===== config.mk =====
export PLATFORM = sky130hd
export DESIGN_NAME = neuron_mac
export DESIGN_NICKNAME = d
export VERILOG_FILES = /design/src/rtl/neuron_mac.sv
export SDC_FILE = /design/constraint.sdc
export NUM_CORES = 1
export LEC_CHECK = 0
export BUFFER_PORTS_ARGS = -buffer_cell sky130_fd_sc_hd__buf_4
export CORE_MARGIN = 4
export CORE_UTILIZATION = 50
export DETAILED_ROUTE_END_ITERATION = 16
export PLACE_DENSITY_LB_ADDON = 0.25
export SLEW_MARGIN = 20
export SYNTH_ARGS = -nofsm -noshare
export SYNTH_HDL_FRONTEND = slang
export SYNTH_SLANG_ARGS = --single-unit

===== constraint.sdc =====
create_clock -name clk -period 16 [get_ports clk]
set_clock_uncertainty 0.15 [all_clocks]
set_input_delay 3.2 -clock clk [delete_from_list [all_inputs] [get_ports clk]]
set_output_delay 3.2 -clock clk [all_outputs]
set_load 0.02 [all_outputs]

===== src/rtl/neuron_mac.sv =====
//------------------------------------------------------------------------------
// neuron_mac : sequential signed multiply-accumulate neuron core with bias
//              and saturated 17-bit pre-activation output.
// Revision   : 1.0
//------------------------------------------------------------------------------
`default_nettype none

module neuron_mac #(
    parameter int N_INPUTS = 4,
    parameter int DATA_W   = 8,
    parameter int BIAS_W   = 16,
    parameter int ACC_W    = 24,
    parameter int OUT_W    = 17
) (
    input  logic              clk,
    input  logic              rst_n,
    input  logic              in_valid,
    output logic              in_ready,
    input  logic [DATA_W-1:0] in_x,
    input  logic [DATA_W-1:0] in_w,
    input  logic [BIAS_W-1:0] bias,
    output logic              out_valid,
    input  logic              out_ready,
    output logic [OUT_W-1:0]  out_sum,
    output logic              out_sat
);

    localparam int CNT_W = (N_INPUTS > 1) ? $clog2(N_INPUTS) : 1;
    localparam logic [CNT_W-1:0] LAST_CNT = CNT_W'(N_INPUTS - 1);
    localparam logic signed [ACC_W-1:0] SAT_MAX =
        {{(ACC_W-OUT_W+1){1'b0}}, {(OUT_W-1){1'b1}}};
    localparam logic signed [ACC_W-1:0] SAT_MIN =
        {{(ACC_W-OUT_W+1){1'b1}}, {(OUT_W-1){1'b0}}};

    typedef enum logic [0:0] {
        S_ACC = 1'b0,
        S_OUT = 1'b1
    } state_t;

    state_t                   state_q, state_d;
    logic signed [ACC_W-1:0]  acc_q, acc_d;
    logic [CNT_W-1:0]         cnt_q, cnt_d;
    logic                     out_valid_q, out_valid_d;
    logic [OUT_W-1:0]         out_sum_q, out_sum_d;
    logic                     out_sat_q, out_sat_d;

    logic signed [2*DATA_W-1:0] prod;
    logic signed [ACC_W-1:0]    prod_ext;
    logic signed [ACC_W-1:0]    bias_ext;
    logic signed [ACC_W-1:0]    total;

    assign prod     = $signed(in_x) * $signed(in_w);
    assign prod_ext = {{(ACC_W-2*DATA_W){prod[2*DATA_W-1]}}, prod};
    assign bias_ext = {{(ACC_W-BIAS_W){bias[BIAS_W-1]}}, bias};
    assign total    = acc_q + prod_ext + bias_ext;

    assign in_ready  = (state_q == S_ACC);
    assign out_valid = out_valid_q;
    assign out_sum   = out_sum_q;
    assign out_sat   = out_sat_q;

    always_comb begin
        state_d     = state_q;
        acc_d       = acc_q;
        cnt_d       = cnt_q;
        out_valid_d = out_valid_q;
        out_sum_d   = out_sum_q;
        out_sat_d   = out_sat_q;
        case (state_q)
            S_ACC: begin
                if (in_valid) begin
                    if (cnt_q == LAST_CNT) begin
                        // Saturation happens only here; the wide accumulator never wraps.
                        if (total > SAT_MAX) begin
                            out_sum_d = SAT_MAX[OUT_W-1:0];
                            out_sat_d = 1'b1;
                        end else if (total < SAT_MIN) begin
                            out_sum_d = SAT_MIN[OUT_W-1:0];
                            out_sat_d = 1'b1;
                        end else begin
                            out_sum_d = total[OUT_W-1:0];
                            out_sat_d = 1'b0;
                        end
                        out_valid_d = 1'b1;
                        state_d     = S_OUT;
                        acc_d       = '0;
                        cnt_d       = '0;
                    end else begin
                        acc_d = acc_q + prod_ext;
                        cnt_d = cnt_q + 1'b1;
                    end
                end
            end
            S_OUT: begin
                if (out_ready) begin
                    out_valid_d = 1'b0;
                    state_d     = S_ACC;
                end
            end
            default: state_d = S_ACC;
        endcase
    end

    always_ff @(posedge clk) begin
        if (!rst_n) begin
            state_q     <= S_ACC;
            acc_q       <= '0;
            cnt_q       <= '0;
            out_valid_q <= 1'b0;
            out_sum_q   <= '0;
            out_sat_q   <= 1'b0;
        end else begin
            state_q     <= state_d;
            acc_q       <= acc_d;
            cnt_q       <= cnt_d;
            out_valid_q <= out_valid_d;
            out_sum_q   <= out_sum_d;
            out_sat_q   <= out_sat_d;
        end
    end

endmodule

`default_nettype wire


# == Word-level counts from Yosys, hierarchy flattened ==
# Cells that the tools add are included.
# totals
in_bits,36
ff_bits,46
output_inout_bits,20
# op_classes
bitwise,1
n_addsub,3
n_mul,1
order_cmp,2
n_reduce_logical,3
n_eq_ne,4
muxes,14
# op_table
op,count
$add A24 B16 Y24,2
$mux W17,2
$gt A24 B17 Y1 const B,1
$lt A24 B17 Y1 const B,1
$mux W24,1
$mul A8 B8 Y16,1
$mux W1,8
$reduce_and A3 Y1,2
$ne A2 B2 Y1 const B,2
$pmux W1 S2,2
$add A2 B1 Y2 const B,1
$eq A2 B2 Y1 const B,1
$mux W2,1
$ne A2 B1 Y1 const B,1
$reduce_and A2 Y1,1
$not A1 Y1,1

# == Longest topological paths before layout ==
# Gate-level depths: netlist (run 1).
# logic_depth
depth_word,6
mapped_depth,32

# == Least setup slack after synthesis (run 1) ==
# OpenSTA, ideal clock, no wires.
# synth_path
path_kind,input-to-reg
startpoint,input in_w[0]
endpoint,"register out_sat_q, in the netlist out_sat"
t_required_ns,15.729
stages,30
setup_ns,0.121
arrival_time_ns,10.374
slack_ns,5.355
path_buffers,1
path_cell_list,and2_1 -> inv_1 -> fa_1 -> inv_1 -> fa_1 -> fa_1 -> fa_1 -> inv_1 -> fa_1 -> inv_1 -> ha_1 -> nor2_1 -> nor2_1 -> a21oi_1 -> o21bai_1 -> a21oi_1 -> o21bai_1 -> a21oi_1 -> xnor2_1 -> ha_1 -> o21ai_0 -> o21ai_0 -> a2111oi_4 -> nor4_2 -> a311oi_1 -> xnor2_1 -> nand4b_1 -> o32ai_4 -> buf_4 -> a21oi_1
# synth_via
elab_chain_cells,6
elab_cells_between_ends,7
# synth_lines
item,line,rtl
start: declaration,20,"input logic [DATA_W-1:0] in_w,"
$mul A8 B8 Y16 *,52,assign prod = $signed(in_x) * $signed(in_w);
$add A24 B16 Y24 * (2 in series),55,assign total = acc_q + prod_ext + bias_ext;
$lt A24 B17 Y1,77,end else if (total < SAT_MIN) begin
$mux W1,77,
$mux W1 *,74,if (total > SAT_MAX) begin
end signal: assignment,118,out_sat_q <= out_sat_d;
end: declaration,45,"logic out_sat_q, out_sat_d;"
# Every way passes the cells marked *; elsewhere a longest branch is shown, timed or not.
# A chain may end at the register's enable or synchronous reset.

# == Worst setup path after layout (run 1) ==
# layout_path
startpoint,input in_w[0]
endpoint,"register out_sum_q[6], in the netlist out_sum[6]"
# layout_via
elab_chain_cells,6
elab_cells_between_ends,7
# layout_lines
item,line,rtl
$mul A8 B8 Y16 *,52,
$add A24 B16 Y24 * (2 in series),55,
$lt A24 B17 Y1,77,
$mux W17,77,
$mux W17 *,74,
end signal: assignment,117,out_sum_q <= out_sum_d;
end: declaration,44,"logic [OUT_W-1:0] out_sum_q, out_sum_d;"
# Marks and branches as above.

==> metrics.yaml, run 1 <==
cp-end-kind: "flop"
max_slew_margin: 0.264
die_y_um: 127
yosys.cell_types.count: 60
cts-root-buf: "clkbuf_16"
grt_pass1_wl_um: 27800
tritoncts: "done"
drtIter0Drc: 252
required_ns: 15.99
drc: 0
rsz0062_at_grt: "false"
seq_area_um2: 921
ctsHoldBuffers: 0
area_growth_pct: 10.7
cts_resized: 0
syn_area_per_cell_um2: 9.06
synth.cell_area_mm2: 0.00710
floorplan.initialDensity: 0.511
wl_um: 15900
n_fill_cell: 1249
nNetsFinal: 1052
grt_max_degree: 29
synth_cells: 783
ys_seq_area_frac: 0.130
rows: 43
critical_path_class: "input pin to flop"
detail-route-antenna-nets: 0
io_buffer_count: 55
htree_num_levels: 2
diodes: 0
core-area_mm2: 0.0139
grt_usage: 0.206
tightest_slew_ns: 1.10
clkSinkCount: 46
status: "finished clean"
drv_slew: 0
synth_ff_type: "dfxtp_1"
antenna_found_initial: 0
max_freq_ghz: 0.0902
post-route-min-period_ns: 11.09
cp.arrival_ns: 11.07
cpMaxStageDelayCell: "o32ai_4"
synthesis.nets: 1004
die_area_mm2: 0.0162
die_w_um: 127
cap_violations: 0
pin_count: 56
grt_pass1_vias: 5907
cts_buffers: 5
clockBufferDepth: 2
dpl.hpwl_um: 13500
place_congestion: 0.905
cp_max_fo: 17
ys_ff_latch: 46
grt_overflow: 0
timing.setup.tns_ns: 0
post_cts_buffers: 0
multi_input_area_mm2: 0.00571
drive_above_1_share: 0.108
drt-wirelength-per-cell_um: 15.7
clkLatencyLatePin_ns: 0.29
cpMostUsedCell: "fa_1"
dr.pass1.iters: 6
synth_enable_flop_cells: 0
hp-class: "flop to flop"
vias_per_cell: 5.57
setup_violations: 0
async_flop_share: 0
num_vias: 5636
critPathLaunchType: "input pin"
finalCritPeriodShare: 0.693
hold_violations: 0
clkTransAtPathRegs_ns: 0.07
ys_warn_count: 0
cpPeakStageDelay_ns: 0.76
==> sequential cells by signal, indices dropped and copies added (netlist names) <==
signal and cells:
out_sat 1, cnt_q 2, state_q 1, acc_q 24, out_sum 17, out_valid 1
==> worst max-delay path: cells and delay by family <==
kind	cells	cell delay (ns)
simple gates	6	1.53
buf+inv	5	0.39
xor+xnor	2	0.42
compound gates	10	2.45
fa+ha+maj	7	3.06
==> stage by stage <==
step	setup slack, ns	hold WS (ns)	instance area, um^2	util	instances
floorplan	5.35	0.290	7100	-	783
global placement	4.57	0.298	7680	0.553	1004
detailed placement	4.30	0.308	7680	0.553	1004
CTS	4.53	0.318	7850	0.565	1012
global route	4.37	0.341	7850	0.566	1012
finish	4.91	0.313	7850	0.566	1012
==> final timing paths <==
kind	start	endpoint	slack, ns	depth (start not counted)
worst max-delay path	in_w[0]	out_sum[6]$_SDFFE_PN0P_	4.91	30
worst min-delay path	cnt_q[1]$_SDFFE_PN0P_	cnt_q[1]$_SDFFE_PN0P_	0.31	2
worst max register to register	acc_q[6]$_SDFFE_PN0P_	out_sum[6]$_SDFFE_PN0P_	8.25	26
worst min register to register	cnt_q[1]$_SDFFE_PN0P_	cnt_q[1]$_SDFFE_PN0P_	0.31	2
==> synthesized netlist by cell type (all sizes together) (6+ instances only) <==
library cell,number,area (um^2)
a21oi,55,309
ha,80,1000
nor2,69,259
and2,33,206
xnor2,34,298
clkbuf,13,48.8
xor2,8,70.1
o21ai,54,274
fa,105,2100
and3,6,37.5
dfxtp,46,921
a21o,9,67.6
o21bai,10,75.1
o21a,11,82.6
a22oi,16,120
nand2,46,173
a31oi,7,43.8
inv,103,387
nor3,14,70.1
==> cells in the final DEF (no fill, tap or decap), types with 9 or more instances in the layout <==
master | netlist | final
fa_1 | 105 | 105
inv_1 | 102 | 102
ha_1 | 80 | 80
nor2_1 | 69 | 68
buf_4 | 1 | 58
nand2_1 | 46 | 46
a21oi_1 | 46 | 46
dfxtp_1 | 46 | 46
o21ai_0 | 44 | 44
xnor2_1 | 34 | 34
and2_1 | 33 | 32
a22oi_1 | 16 | 16
nor3_1 | 14 | 14
o21a_1 | 11 | 11
o21bai_1 | 10 | 10
a21o_1 | 9 | 9
o21ai_1 | 9 | 9
a21oi_2 | 9 | 9
==> area by class of cell <==
cell class,count,share of cell area
Multi-Input combinational cell,616,0.727
Sequential cell,46,0.117
Timing Repair Buffer,58,0.0554
Inverter,104,0.0497
Tap cell,180,0.0287
Clock buffer,5,0.0159
Clock inverter,3,0.00558
==> per-layer routing <==
layer,GRT usage,part of all wire,vias to the layer above
li1,-,-,2733
met1,0.268,0.43,2768
met2,0.367,0.52,107
met3,0.0268,0.033,28
met4,0.0511,0.020,0
met5,0,0,-
==> cell families after synthesis <==
family                     count (synthesis)  share of synthesized area
muxes                                      1                    0.00159
xor gates and xnor gates                  42                     0.0518
adders and majority gates                185                      0.437
DFF                                       46                      0.130
buffers and inverters                    121                     0.0658
AOI/OAI and AO/OA                        192                      0.181
and+or+nand+nor                          196                      0.133
Power of run 1 is not shown: default switching activity piles up to over one toggle a cycle in this logic, so the estimate is an artifact.
==> inputs of run 2 (changes only) <==
==> constraint.sdc (replaced) <==
create_clock -name clk -period 11.17 [get_ports clk]
set_clock_uncertainty 0.15 [all_clocks]
set_input_delay 2.234 -clock clk [delete_from_list [all_inputs] [get_ports clk]]
set_output_delay 2.234 -clock clk [all_outputs]
set_load 0.02 [all_outputs]
==> metrics.yaml, run 2 (synthesis results as in run 1) <==
status: "finished clean"
grt_pass1_wl_um: 27600
hp-class: "flop to flop"
seq_area_um2: 921
cp_max_fo: 17
r2r_end: "out_sat$_SDFFE_PN0P_"
area_growth_pct: 10.5
drtIter0Drc: 309
core-area_mm2: 0.0139
grt_usage: 0.204
setup_violations: 0
finalCritPeriodShare: 0.891
multi_input_area_mm2: 0.00571
rrSetupSlack_ns: 3.43
mostFrequentLayoutCell: "fa_1"
required_ns: 11.16
critPathLaunchType: "input pin"
crit_family: "adder cells"
drv_slew: 0
cts-root-buf: "clkbuf_16"
post-route-min-period_ns: 9.95
diodes: 0
rsz0062_at_grt: "false"
post_cts_buffers: 0
wl_um: 15700
hold_depth: 2
vias_per_cell: 5.55
path_buf_inv: 6
clkTransAtPathRegs_ns: 0.07
dpl.hpwl_um: 13400
drc: 0
cts_buffers: 5
grt_max_degree: 29
grt_pass1_vias: 5799
cpMostUsedCell: "fa_1"
clkLatencyLatePin_ns: 0.29
cap_violations: 0
floorplan.initialDensity: 0.511
cp.arrival_ns: 9.94
antenna_found_initial: 0
regToRegStartpoint: "acc_q[6]$_SDFFE_PN0P_"
die_w_um: 127
max_slew_margin: 0.289
top_register: "acc_q"
pin_count: 56
die_area_mm2: 0.0162
htree_num_levels: 2
detail-route-antenna-nets: 0
timing.setup.tns_ns: 0
die_y_um: 127
critical_path_class: "input pin to flop"
cts_resized: 0
largest_reg_flops: 24
tightest_slew_ns: 1.06
drive_above_1_share: 0.108
drt-wirelength-per-cell_um: 15.5
max_freq_ghz: 0.100
nNetsFinal: 1053
cpPeakStageDelay_ns: 0.74
dr.pass1.iters: 5
cp-end-kind: "flop"
num_vias: 5622
rows: 43
n_fill_cell: 1274
cpMaxStageDelayCell: "o32ai_4"
place_congestion: 0.919
ff2ff_path_depth: 26
tritoncts: "done"
hold_violations: 0
layout_common_cells: "fa_1, inv_1, ha_1, nor2_1, buf_4"
grt_overflow: 0
io_buffer_count: 55
min_to: "out_valid$_SDFFE_PN0P_"
ctsHoldBuffers: 0
clkSinkCount: 46
clockBufferDepth: 2
hp-start: "out_valid$_SDFFE_PN0P_"
[run 2: cell type report]
class | count | share of cell area
clock inverter | 2 | 0.00160
multi-input combinational | 616 | 0.728
clock buffer | 6 | 0.0177
tap | 180 | 0.0287
timing repair buffer | 59 | 0.0565
inverter | 104 | 0.0498
sequential | 46 | 0.117
[run 2: how the worst max path moves through the flow]
stage	from	to	slack, ns	cells past startpoint
6_report	in_w[0]	out_sat$_SDFFE_PN0P_	1.22	31
5_1_grt	in_w[0]	out_sum[3]$_SDFFE_PN0P_	0.66	31
4_1_cts	in_w[0]	out_sat$_SDFFE_PN0P_	1.26	31
3_5_place_dp	in_w[0]	out_sat$_SDFFE_PN0P_	0.94	31
3_3_place_gp	in_w[0]	out_sum[3]$_SDFFE_PN0P_	1.23	31
2_1_floorplan	in_w[0]	out_sat$_SDFFE_PN0P_	1.49	30
[run 2: worst min-delay path: cells and delay by family, from the launching register on]
family,cells,cell delay [ns]
flops,1,0.32
simple gates,1,0.05
compound gates,1,0.05
[run 2: through the flow]
stage | area [um^2] | hold WS (ns) | util | setup slack (ns) | cells
floorplan | 7100 | 0.290 | - | 1.49 | 783
global placement | 7690 | 0.295 | 0.554 | 1.23 | 1005
detailed placement | 7690 | 0.320 | 0.554 | 0.940 | 1005
CTS | 7840 | 0.329 | 0.565 | 1.26 | 1013
global route | 7840 | 0.355 | 0.565 | 0.665 | 1013
finish | 7840 | 0.320 | 0.565 | 1.22 | 1013
[run 2: layer usage]
| layer | up-vias | share of wire | track usage |
|---|---|---|---|
| met5 | - | 0 | 0 |
| met4 | 0 | 0.011 | 0.0297 |
| met3 | 20 | 0.036 | 0.0259 |
| met2 | 115 | 0.53 | 0.375 |
| met1 | 2762 | 0.42 | 0.263 |
| li1 | 2725 | - | - |
Power of run 2 is left out for the same reason.
